[config.mk]
export PLATFORM = sky130hd
export DESIGN_NAME = sram_axi_master
export DESIGN_NICKNAME = d
export VERILOG_FILES = /design/src/rtl/sram_axi_master.sv
export SDC_FILE = /design/constraint.sdc
export NUM_CORES = 1
export LEC_CHECK = 0
export CORE_AREA = 4 4 119 121
export CTS_BUF_LIST = sky130_fd_sc_hd__clkbuf_2
export CTS_CLUSTER_SIZE = 12
export DETAILED_ROUTE_END_ITERATION = 10
export DIE_AREA = 0 0 123 125
export GPL_TIMING_DRIVEN = 0
export PLACE_DENSITY_LB_ADDON = 0.25
export SKIP_LAST_GASP = 1
export SYNTH_ARGS = -nofsm -noshare
export SYNTH_HDL_FRONTEND = slang
export SYNTH_SLANG_ARGS = --single-unit
[constraint.sdc]
create_clock -name clk -period 4.9 [get_ports clk]
set_input_delay 1.47 -clock clk [delete_from_list [all_inputs] [get_ports clk]]
set_output_delay 1.47 -clock clk [all_outputs]
set_load 0.05 [all_outputs]
[src/rtl/sram_axi_master.sv]
// SRAM-style core request port bridged to a single-beat AXI3 master.
// One transaction is in flight at a time, so responses arrive in order and rid/bid carry no information.
module sram_axi_master #(
  parameter logic [3:0] RD_ID = 4'd0,
  parameter logic [3:0] WR_ID = 4'd1
) (
  input  logic        clk,
  input  logic        resetn,
  input  logic        req,
  input  logic        wr,
  input  logic [1:0]  size,
  input  logic [31:0] addr,
  input  logic [31:0] wdata,
  input  logic [3:0]  wstrb,
  output logic        addr_ok,
  output logic        data_ok,
  output logic [31:0] rdata,
  output logic        err,
  output logic [3:0]  axi_arid,
  output logic [31:0] axi_araddr,
  output logic [3:0]  axi_arlen,
  output logic [2:0]  axi_arsize,
  output logic [1:0]  axi_arburst,
  output logic [1:0]  axi_arlock,
  output logic [3:0]  axi_arcache,
  output logic [2:0]  axi_arprot,
  output logic        axi_arvalid,
  input  logic        axi_arready,
  input  logic [3:0]  axi_rid,
  input  logic [31:0] axi_rdata,
  input  logic [1:0]  axi_rresp,
  input  logic        axi_rlast,
  input  logic        axi_rvalid,
  output logic        axi_rready,
  output logic [3:0]  axi_awid,
  output logic [31:0] axi_awaddr,
  output logic [3:0]  axi_awlen,
  output logic [2:0]  axi_awsize,
  output logic [1:0]  axi_awburst,
  output logic [1:0]  axi_awlock,
  output logic [3:0]  axi_awcache,
  output logic [2:0]  axi_awprot,
  output logic        axi_awvalid,
  input  logic        axi_awready,
  output logic [3:0]  axi_wid,
  output logic [31:0] axi_wdata,
  output logic [3:0]  axi_wstrb,
  output logic        axi_wlast,
  output logic        axi_wvalid,
  input  logic        axi_wready,
  input  logic [3:0]  axi_bid,
  input  logic [1:0]  axi_bresp,
  input  logic        axi_bvalid,
  output logic        axi_bready,
  output logic [2:0]  dbg_state
);

  typedef enum logic [2:0] {
    S_IDLE    = 3'd0,
    S_RD_ADDR = 3'd1,
    S_RD_DATA = 3'd2,
    S_WR_REQ  = 3'd3,
    S_WR_RESP = 3'd4
  } state_e;

  // Valid/ready: a beat transfers on the rising edge where valid && ready;
  // a valid, once raised, stays high with stable payload until that edge.

  state_e      state_q, state_d;
  logic [31:0] addr_q, addr_d;
  logic [1:0]  size_q, size_d;
  logic [31:0] wdata_q, wdata_d;
  logic [3:0]  wstrb_q, wstrb_d;
  logic        aw_done_q, aw_done_d;
  logic        w_done_q, w_done_d;
  logic        data_ok_q, data_ok_d;
  logic [31:0] rdata_q, rdata_d;
  logic        err_q, err_d;

  logic accept, aw_fire, w_fire, rd_fire, b_fire, wr_both;
  logic unused_ids;

  assign accept  = req && addr_ok;
  assign aw_fire = axi_awvalid && axi_awready;
  assign w_fire  = axi_wvalid && axi_wready;
  assign rd_fire = axi_rvalid && axi_rready && axi_rlast;
  assign b_fire  = axi_bvalid && axi_bready;
  assign wr_both = (aw_done_q || aw_fire) && (w_done_q || w_fire);

  always_ff @(posedge clk or negedge resetn) begin
    if (!resetn) begin
      state_q   <= S_IDLE;
      addr_q    <= 32'd0;
      size_q    <= 2'd0;
      wdata_q   <= 32'd0;
      wstrb_q   <= 4'd0;
      aw_done_q <= 1'b0;
      w_done_q  <= 1'b0;
      data_ok_q <= 1'b0;
      rdata_q   <= 32'd0;
      err_q     <= 1'b0;
    end else begin
      state_q   <= state_d;
      addr_q    <= addr_d;
      size_q    <= size_d;
      wdata_q   <= wdata_d;
      wstrb_q   <= wstrb_d;
      aw_done_q <= aw_done_d;
      w_done_q  <= w_done_d;
      data_ok_q <= data_ok_d;
      rdata_q   <= rdata_d;
      err_q     <= err_d;
    end
  end

  always_comb begin
    state_d = state_q;
    case (state_q)
      S_IDLE:    if (req) state_d = wr ? S_WR_REQ : S_RD_ADDR;
      S_RD_ADDR: if (axi_arready) state_d = S_RD_DATA;
      S_RD_DATA: if (axi_rvalid && axi_rlast) state_d = S_IDLE;
      S_WR_REQ:  if (wr_both) state_d = S_WR_RESP;
      S_WR_RESP: if (axi_bvalid) state_d = S_IDLE;
      default:   state_d = S_IDLE;
    endcase
  end

  always_comb begin
    addr_ok     = 1'b0;
    axi_arvalid = 1'b0;
    axi_rready  = 1'b0;
    axi_awvalid = 1'b0;
    axi_wvalid  = 1'b0;
    axi_bready  = 1'b0;
    case (state_q)
      S_IDLE:    addr_ok = 1'b1;
      S_RD_ADDR: axi_arvalid = 1'b1;
      S_RD_DATA: axi_rready = 1'b1;
      S_WR_REQ: begin
        axi_awvalid = !aw_done_q;
        axi_wvalid  = !w_done_q;
      end
      S_WR_RESP: axi_bready = 1'b1;
      default: ;
    endcase
  end

  always_comb begin
    addr_d    = addr_q;
    size_d    = size_q;
    wdata_d   = wdata_q;
    wstrb_d   = wstrb_q;
    aw_done_d = aw_done_q;
    w_done_d  = w_done_q;
    rdata_d   = rdata_q;
    err_d     = err_q;
    data_ok_d = rd_fire || b_fire;
    if (accept) begin
      addr_d    = addr;
      // Transfers are at most one word wide, so size 3 collapses to 2.
      size_d    = (size == 2'd3) ? 2'd2 : size;
      wdata_d   = wdata;
      wstrb_d   = wstrb;
      aw_done_d = 1'b0;
      w_done_d  = 1'b0;
    end else begin
      if (aw_fire) aw_done_d = 1'b1;
      if (w_fire)  w_done_d  = 1'b1;
    end
    if (rd_fire) begin
      rdata_d = axi_rdata;
      err_d   = (axi_rresp != 2'b00);
    end else if (b_fire) begin
      err_d   = (axi_bresp != 2'b00);
    end
  end

  assign data_ok = data_ok_q;
  assign rdata   = rdata_q;
  assign err     = err_q;

  assign axi_arid    = RD_ID;
  assign axi_araddr  = addr_q;
  assign axi_arlen   = 4'd0;
  assign axi_arsize  = {1'b0, size_q};
  assign axi_arburst = 2'b01;
  assign axi_arlock  = 2'd0;
  assign axi_arcache = 4'd0;
  assign axi_arprot  = 3'd0;

  assign axi_awid    = WR_ID;
  assign axi_awaddr  = addr_q;
  assign axi_awlen   = 4'd0;
  assign axi_awsize  = {1'b0, size_q};
  assign axi_awburst = 2'b01;
  assign axi_awlock  = 2'd0;
  assign axi_awcache = 4'd0;
  assign axi_awprot  = 3'd0;

  assign axi_wid     = WR_ID;
  assign axi_wdata   = wdata_q;
  assign axi_wstrb   = wstrb_q;
  assign axi_wlast   = 1'b1;

  assign dbg_state   = state_q;
  assign unused_ids  = ^{axi_rid, axi_bid};

endmodule

## After elaboration in Yosys (flattened, before gate mapping)

Index checks and enable logic that the tools add are counted.

| word-level totals | value |
|---|---|
| logic and storage cells | 60 |
| bits in registers | 109 |

| operators by class | value |
|---|---|
| multiplexer cells | 20 |
| eq/ne operators | 10 |
| reduce and logical (&&, ||, !) cells | 20 |

Operators with widths:

| kind | count |
|---|---|
| 3-bit 2-to-1 mux | 5 |
| 3-bit case mux with 5 select lines | 1 |
| 1-bit 2-to-1 mux | 12 |
| 2-bit != test, second input constant | 5 |
| 2-bit nonzero test | 5 |
| 1-bit logical AND | 8 |
| 3-bit by 2-bit equality test with 1-bit output, second input constant | 2 |
| 5-bit AND reduction | 1 |
| 2-bit 2-to-1 mux | 2 |
| 3-bit by 1-bit equality test with 1-bit output, second input constant | 1 |
| 3-bit equality test, second input constant | 1 |
| 3-bit zero test | 1 |
| 1-bit logical OR | 3 |
| 2-bit equality test, second input constant | 1 |
| 1-bit zero test | 2 |

## Logic depth before layout (Yosys ltp)

Gate-level depths: netlist of run 1.

| depth | value |
|---|---|
| depth after elaboration | 7 |
| gate-level depth with buffers | 6 |
| gate-level depth less buffers | 4 |

## Worst setup path after synthesis of run 1

Ideal clock, no wire load.

| timing | value |
|---|---|
| kind | reg-to-output |
| from | register state_q[1], in the netlist dbg_state[1] |
| to | output axi_bready |
| data required time | 3.430 ns |
| arrival | 2.018 ns |
| slack | 1.412 ns |
| cell stages (with the launch flop) | 3 |
| path through | dfrtp_1 buf_6 nor3b_1 |

| on the way | value |
|---|---|
| word-level cells in the longest chain between the ends | 2 |

Ends and longest elaborated chain:

| item | RTL line | source |
|---|---|---|
| start: declaration | 69 | `state_e state_q, state_d;` |
| start signal: assignment | 103 | `state_q <= state_d;` |
| 3-bit equality test | 135 | `case (state_q)` |
| 1-bit 2-to-1 mux | 135 |  |
| end: declaration | 54 | `output logic axi_bready,` |

Every way passes these cells.

## Worst setup path after layout of run 1

| timing | value |
|---|---|
| from | register state_q[1], in the netlist dbg_state[1] |
| to | output axi_rready |

| on the way | value |
|---|---|
| word-level cells in the longest chain between the ends | 2 |

Ends and longest elaborated chain:

| item | RTL line | source |
|---|---|---|
| 3-bit by 2-bit equality test with 1-bit output | 135 |  |
| 1-bit 2-to-1 mux | 135 |  |
| end: declaration | 34 | `output logic axi_rready,` |

Every way passes these cells.

==> impl_metrics.py, run 1 <==
metrics = {
    "place": {
        "post-place-ws_ns": 1.58,
        "dpl.hpwl_mm": 10.6,
        "routabilityCongestion": 0.791,
        "dpl_cell_area_um2": 8010,
        "port_buffers": 262,
    },
    "floorplan": {
        "coreArea_um2": 13100,
        "rows": 42,
        "start_util": 0.381,
        "num_io_pins": 316,
        "die_w_um": 123,
        "die_y_um": 125,
        "dieArea_um2": 15400,
    },
    "layout": {
        "drive_gt1_frac": 0.326,
        "diodes": 0,
        "seqCellArea_um2": 2730,
        "fin_area_um2": 8120,
        "finish.net_count": 782,
        "fillCellCount": 1035,
        "multi_input_area_um2": 1700,
        "area_delta_synth_final_pct": 62.9,
    },
    "worst_setup_path": {
        "start_kind": "register",
        "crit_arrival_ns": 2.50,
        "cp-end-kind": "output pin",
        "worstSetupPathType": "reg2out",
        "crit_start": "dbg_state[1]",
        "crit_fanout": 10,
        "reg2reg_slack_ns": 3.06,
        "critPathRequiredTime_ns": 3.43,
        "rr_startpoint": "dbg_state[0]",
        "r2r_end": "axi_wdata[19]",
        "r2r_cells": 6,
    },
    "worst_hold_path": {
        "hold_end": "rdata[4]",
        "holdPathStages": 1,
        "min_path_type": "reg2reg",
        "worstHoldStart": "rdata[4]",
    },
    "clock_network": {
        "tritoncts": "built",
        "clockBufferDepth": 2,
        "cts-buffers-inserted": 9,
        "post_cts_buffers": 0,
        "clock_latency_ns": 0.55,
        "ctsHoldBuffers": 0,
        "post_cts_resized": 0,
        "ctsRootBufferMaster": "clkbuf_2",
        "clkSinkCount": 109,
        "htreeDepth": 3,
        "clk_pin_slew_ns": 0.25,
    },
    "timing": {
        "hold_viol_final": 0,
        "fin_crit_ns": 3.97,
        "setup_slack_ns": 0.934,
        "slew_headroom": 0.489,
        "finalSetupViolations": 0,
        "whs_ns": 0.544,
        "fmax_ghz": 0.252,
        "worst_pin_slew_ns": 0.767,
        "rsz0062_at_grt": "no",
        "post-route-period-util": 0.809,
        "slew_violations": 0,
        "fin_skew_ns": 0.0174,
    },
    "detailed_routing": {
        "drc": 0,
        "drt_iter0_markers": 68,
        "detail_route.vias_per_cell": 4.22,
        "drtPass1Iterations": 4,
        "vias": 3540,
        "postRouteAntennaNets": 0,
        "wl_per_cell_um": 15.8,
        "routed_wl_mm": 13.2,
    },
    "status": {
        "status": "finished, final reports clean",
    },
    "global_routing": {
        "grt_pass1_vias": 3798,
        "antenna_found_initial": 0,
        "grt-ovfl-total": 0,
        "grt_first_pass_wirelength_mm": 20.1,
        "grt_max_degree": 59,
        "grt_usage": 0.168,
    },
    "yosys": {
        "yosys_warnings": 0,
        "ys.flop_type": "dfrtp_1",
        "synth_async_sr_flop_share": 1.00,
        "synth_area_per_cell_um2": 14.6,
        "synth_area_um2": 4980,
        "yosysSeqAreaShare": 0.547,
        "yosysTopAreaCell": "dfrtp_1",
        "syn_inst": 341,
        "synth.ff_latch_count": 109,
        "ys_top_cells_by_area": "dfrtp_1 55%, mux2_2 15%, buf_4 12%",
        "netlist.area_leader.share": 0.547,
        "ys_types": 29,
        "synth_edf_count": 0,
    },
    "run": {
        "maxCapViolations": 0,
    },
}
## cell type report
type	instances	area share
Inverter	2	0.000925
Tap cell	176	0.0271
Clock inverter	5	0.00632
Clock buffer	11	0.00678
Sequential cell	109	0.336
Multi-Input combinational cell	182	0.210
Buffer	91	0.0872
Timing Repair Buffer	263	0.326
## how the worst max path moves through the flow
stage	end	cells past startpoint
floorplan	axi_bready	2
global placement	axi_araddr[29]	1
detailed placement	axi_rready	4
CTS	axi_rready	4
global route	axi_awvalid	4
finish	axi_rready	4
## cells by family (layout without fill, tap and decap cells)
group	count (synthesis)	after routing	share of synthesized area
other cells	2	45	0.00151
mux	103	103	0.264
compound gates	10	10	0.0123
flops	109	109	0.547
buf+inv	93	372	0.144
simple gates	24	24	0.0316
## layout by cell type, fill, tap and decap left out, types with 4 or more instances in the layout
cell / synthesis / routed
dfrtp_1: 109 / 109
buf_6: 4 / 4
buf_4: 79 / 80
clkbuf_2: 0 / 11
conb_1: 2 / 45
mux2_4: 37 / 37
mux2_2: 65 / 65
clkdlybuf4s50_1: 0 / 261
a21oi_1: 5 / 5
nor2_1: 6 / 6
buf_2: 5 / 5
## per-layer routing
layer  up-vias  GRT usage  part of all wire
li1       1668          -                 -
met1      1673      0.184              0.36
met2       177      0.295              0.51
met3        22     0.0551              0.11
met4         0     0.0691             0.024
met5         -          0                 0
## critical path, stage by stage (launching register included)
cell and delay [ns]:
dfrtp_1 0.47, buf_6 0.16, or3b_4 0.42, inv_1 0.10, clkdlybuf4s50_1 0.80
## metrics by stage
step,setup TNS (ns),instances,util
2_1_floorplan,0,384,-
3_3_place_gp,-197.48,822,0.610
3_5_place_dp,0,823,0.612
4_1_cts,0,839,0.620
5_1_grt,0,839,0.620
6_report,0,839,0.620
## synth_stat cells (2+ instances only)
library cell,instances
and2_1,2
nor2b_1,3
mux2_2,65
nand2_1,3
conb_1,2
buf_4,79
a21oi_1,5
inv_1,2
buf_2,5
buf_8,3
buf_6,4
o21ai_0,2
nor2_1,6
mux2_4,37
dfrtp_1,109
## state kept, by name, summed over array words and instances (netlist names)
name        flops
data_ok         1
aw_done_q       1
rdata          32
axi_araddr     32
err             1
axi_wstrb       4
w_done_q        1
axi_wdata      32
dbg_state       3
size_q          2
Power of run 1 is not shown: default switching activity piles up to over one toggle a cycle in this logic, so the estimate is an artifact.
==> run 2, diff against run 1 <==
--- a/config.mk
+++ b/config.mk
@@ -5,11 +5,11 @@
 export SDC_FILE = /design/constraint.sdc
 export NUM_CORES = 1
 export LEC_CHECK = 0
-export CORE_AREA = 4 4 119 121
+export CORE_MARGIN = 4
+export CORE_UTILIZATION = 38
 export CTS_BUF_LIST = sky130_fd_sc_hd__clkbuf_2
 export CTS_CLUSTER_SIZE = 12
 export DETAILED_ROUTE_END_ITERATION = 10
-export DIE_AREA = 0 0 123 125
 export GPL_TIMING_DRIVEN = 0
 export PLACE_DENSITY_LB_ADDON = 0.25
 export SKIP_LAST_GASP = 1
==> constraint.sdc (replaced) <==
create_clock -name clk -period 3.8 [get_ports clk]
set_input_delay 1.14 -clock clk [delete_from_list [all_inputs] [get_ports clk]]
set_output_delay 1.14 -clock clk [all_outputs]
set_load 0.05 [all_outputs]
==> impl_metrics.py, run 2 (synthesized netlist as in run 1, its figures left out) <==
metrics = {
    "place": {
        "port_buffers": 262,
        "dpl.hpwl_mm": 11.0,
        "routabilityCongestion": 0.755,
    },
    "floorplan": {
        "dieArea_um2": 15000,
        "rows": 41,
        "die_w_um": 123,
        "num_io_pins": 316,
        "die_y_um": 123,
        "coreArea_um2": 12700,
        "start_util": 0.392,
    },
    "timing": {
        "slew_violations": 0,
        "finalSetupViolations": 0,
        "fin_skew_ns": 0.0231,
        "slew_headroom": 0.532,
        "fin_crit_ns": 3.60,
        "worst_pin_slew_ns": 0.702,
        "fmax_ghz": 0.278,
        "rsz0062_at_grt": "no",
        "post-route-period-util": 0.948,
        "hold_viol_final": 0,
    },
    "worst_setup_path": {
        "critPathRequiredTime_ns": 2.66,
        "start_kind": "register",
        "crit_fanout": 10,
        "worstSetupPathType": "reg2out",
        "crit_arrival_ns": 2.46,
        "cp-end-kind": "output pin",
    },
    "global_routing": {
        "antenna_found_initial": 0,
        "grt_usage": 0.174,
        "grt_first_pass_wirelength_mm": 20.2,
        "grt_pass1_vias": 3868,
        "grt_max_degree": 57,
        "grt-ovfl-total": 0,
    },
    "clock_network": {
        "tritoncts": "built",
        "clkSinkCount": 109,
        "post_cts_resized": 0,
        "clockBufferDepth": 2,
        "ctsRootBufferMaster": "clkbuf_2",
        "cts-buffers-inserted": 9,
        "clock_latency_ns": 0.54,
        "clk_pin_slew_ns": 0.25,
        "ctsHoldBuffers": 0,
        "htreeDepth": 3,
        "post_cts_buffers": 0,
    },
    "worst_hold_path": {
        "min_path_type": "reg2reg",
    },
    "run": {
        "maxCapViolations": 0,
    },
    "detailed_routing": {
        "postRouteAntennaNets": 0,
        "vias": 3562,
        "detail_route.vias_per_cell": 4.27,
        "drc": 0,
        "routed_wl_mm": 13.2,
        "wl_per_cell_um": 15.8,
        "drtPass1Iterations": 4,
        "drt_iter0_markers": 106,
    },
    "layout": {
        "diodes": 0,
        "fillCellCount": 1032,
        "layout.cells.most_common": "clkdlybuf4s50_1",
        "finish.net_count": 782,
        "area_delta_synth_final_pct": 63.0,
        "mostFrequentLayoutCells": "259 x clkdlybuf4s50_1, 109 x dfrtp_1, 80 x buf_4, 65 x mux2_2, 45 x conb_1",
        "seqCellArea_um2": 2730,
        "multi_input_area_um2": 1700,
        "fin_util": 0.638,
        "drive_gt1_frac": 0.326,
    },
    "status": {
        "status": "finished, final reports clean",
    },
}
-- run 2: worst paths after layout --
kind / slack (ns) / endpoint / depth (start not counted) / from
worst min register to register: 0.54 / axi_wdata[18] / 1 / axi_wdata[18]
worst min-delay path: 0.54 / axi_wdata[18] / 1 / axi_wdata[18]
max in group asynchronous: 2.49 / rdata[1] / 2 / resetn
worst max-delay path: 0.20 / axi_rready / 4 / dbg_state[1]
worst max register to register: 1.97 / axi_wdata[19] / 6 / dbg_state[0]
min in group asynchronous: 0.59 / axi_araddr[15] / 1 / resetn
-- run 2: per-layer routing --
metal / vias to the layer above / share of wire / global-route usage
met2: 193 / 0.50 / 0.299
li1: 1665 / - / -
met4: 0 / 0.023 / 0.0672
met1: 1686 / 0.36 / 0.192
met3: 18 / 0.11 / 0.0719
met5: - / 0 / 0
-- run 2: metrics by stage --
step / hold WS (ns) / setup TNS, ns / instance area, µm² / setup WS, ns / cells
global placement: 0.488 / -276.99 / 7980 / -2.55 / 818
CTS: 0.548 / 0 / 8120 / 0.106 / 835
global route: 0.554 / 0 / 8120 / 0.0370 / 835
detailed placement: 0.494 / 0 / 8010 / 0.797 / 819
floorplan: 0.521 / 0 / 5140 / 0.642 / 384
finish: 0.542 / 0 / 8120 / 0.196 / 835
-- run 2: area by class of cell --
cell class / count / area share
plain buffers: 91 / 0.0872
clock buffers: 12 / 0.00739
clock inverters: 4 / 0.00601
inverters: 2 / 0.000924
multi-input cells: 182 / 0.210
flip-flops and latches: 109 / 0.336
well taps: 172 / 0.0265
repair buffers: 263 / 0.327
-- run 2: worst max-delay path, cell delays in order, from the launching register on --
cell             delay (ns)
dfrtp_1                0.47
buf_6                  0.15
or3b_4                 0.43
inv_1                  0.09
clkdlybuf4s50_1        0.80
Power of run 2 is left out for the same reason.
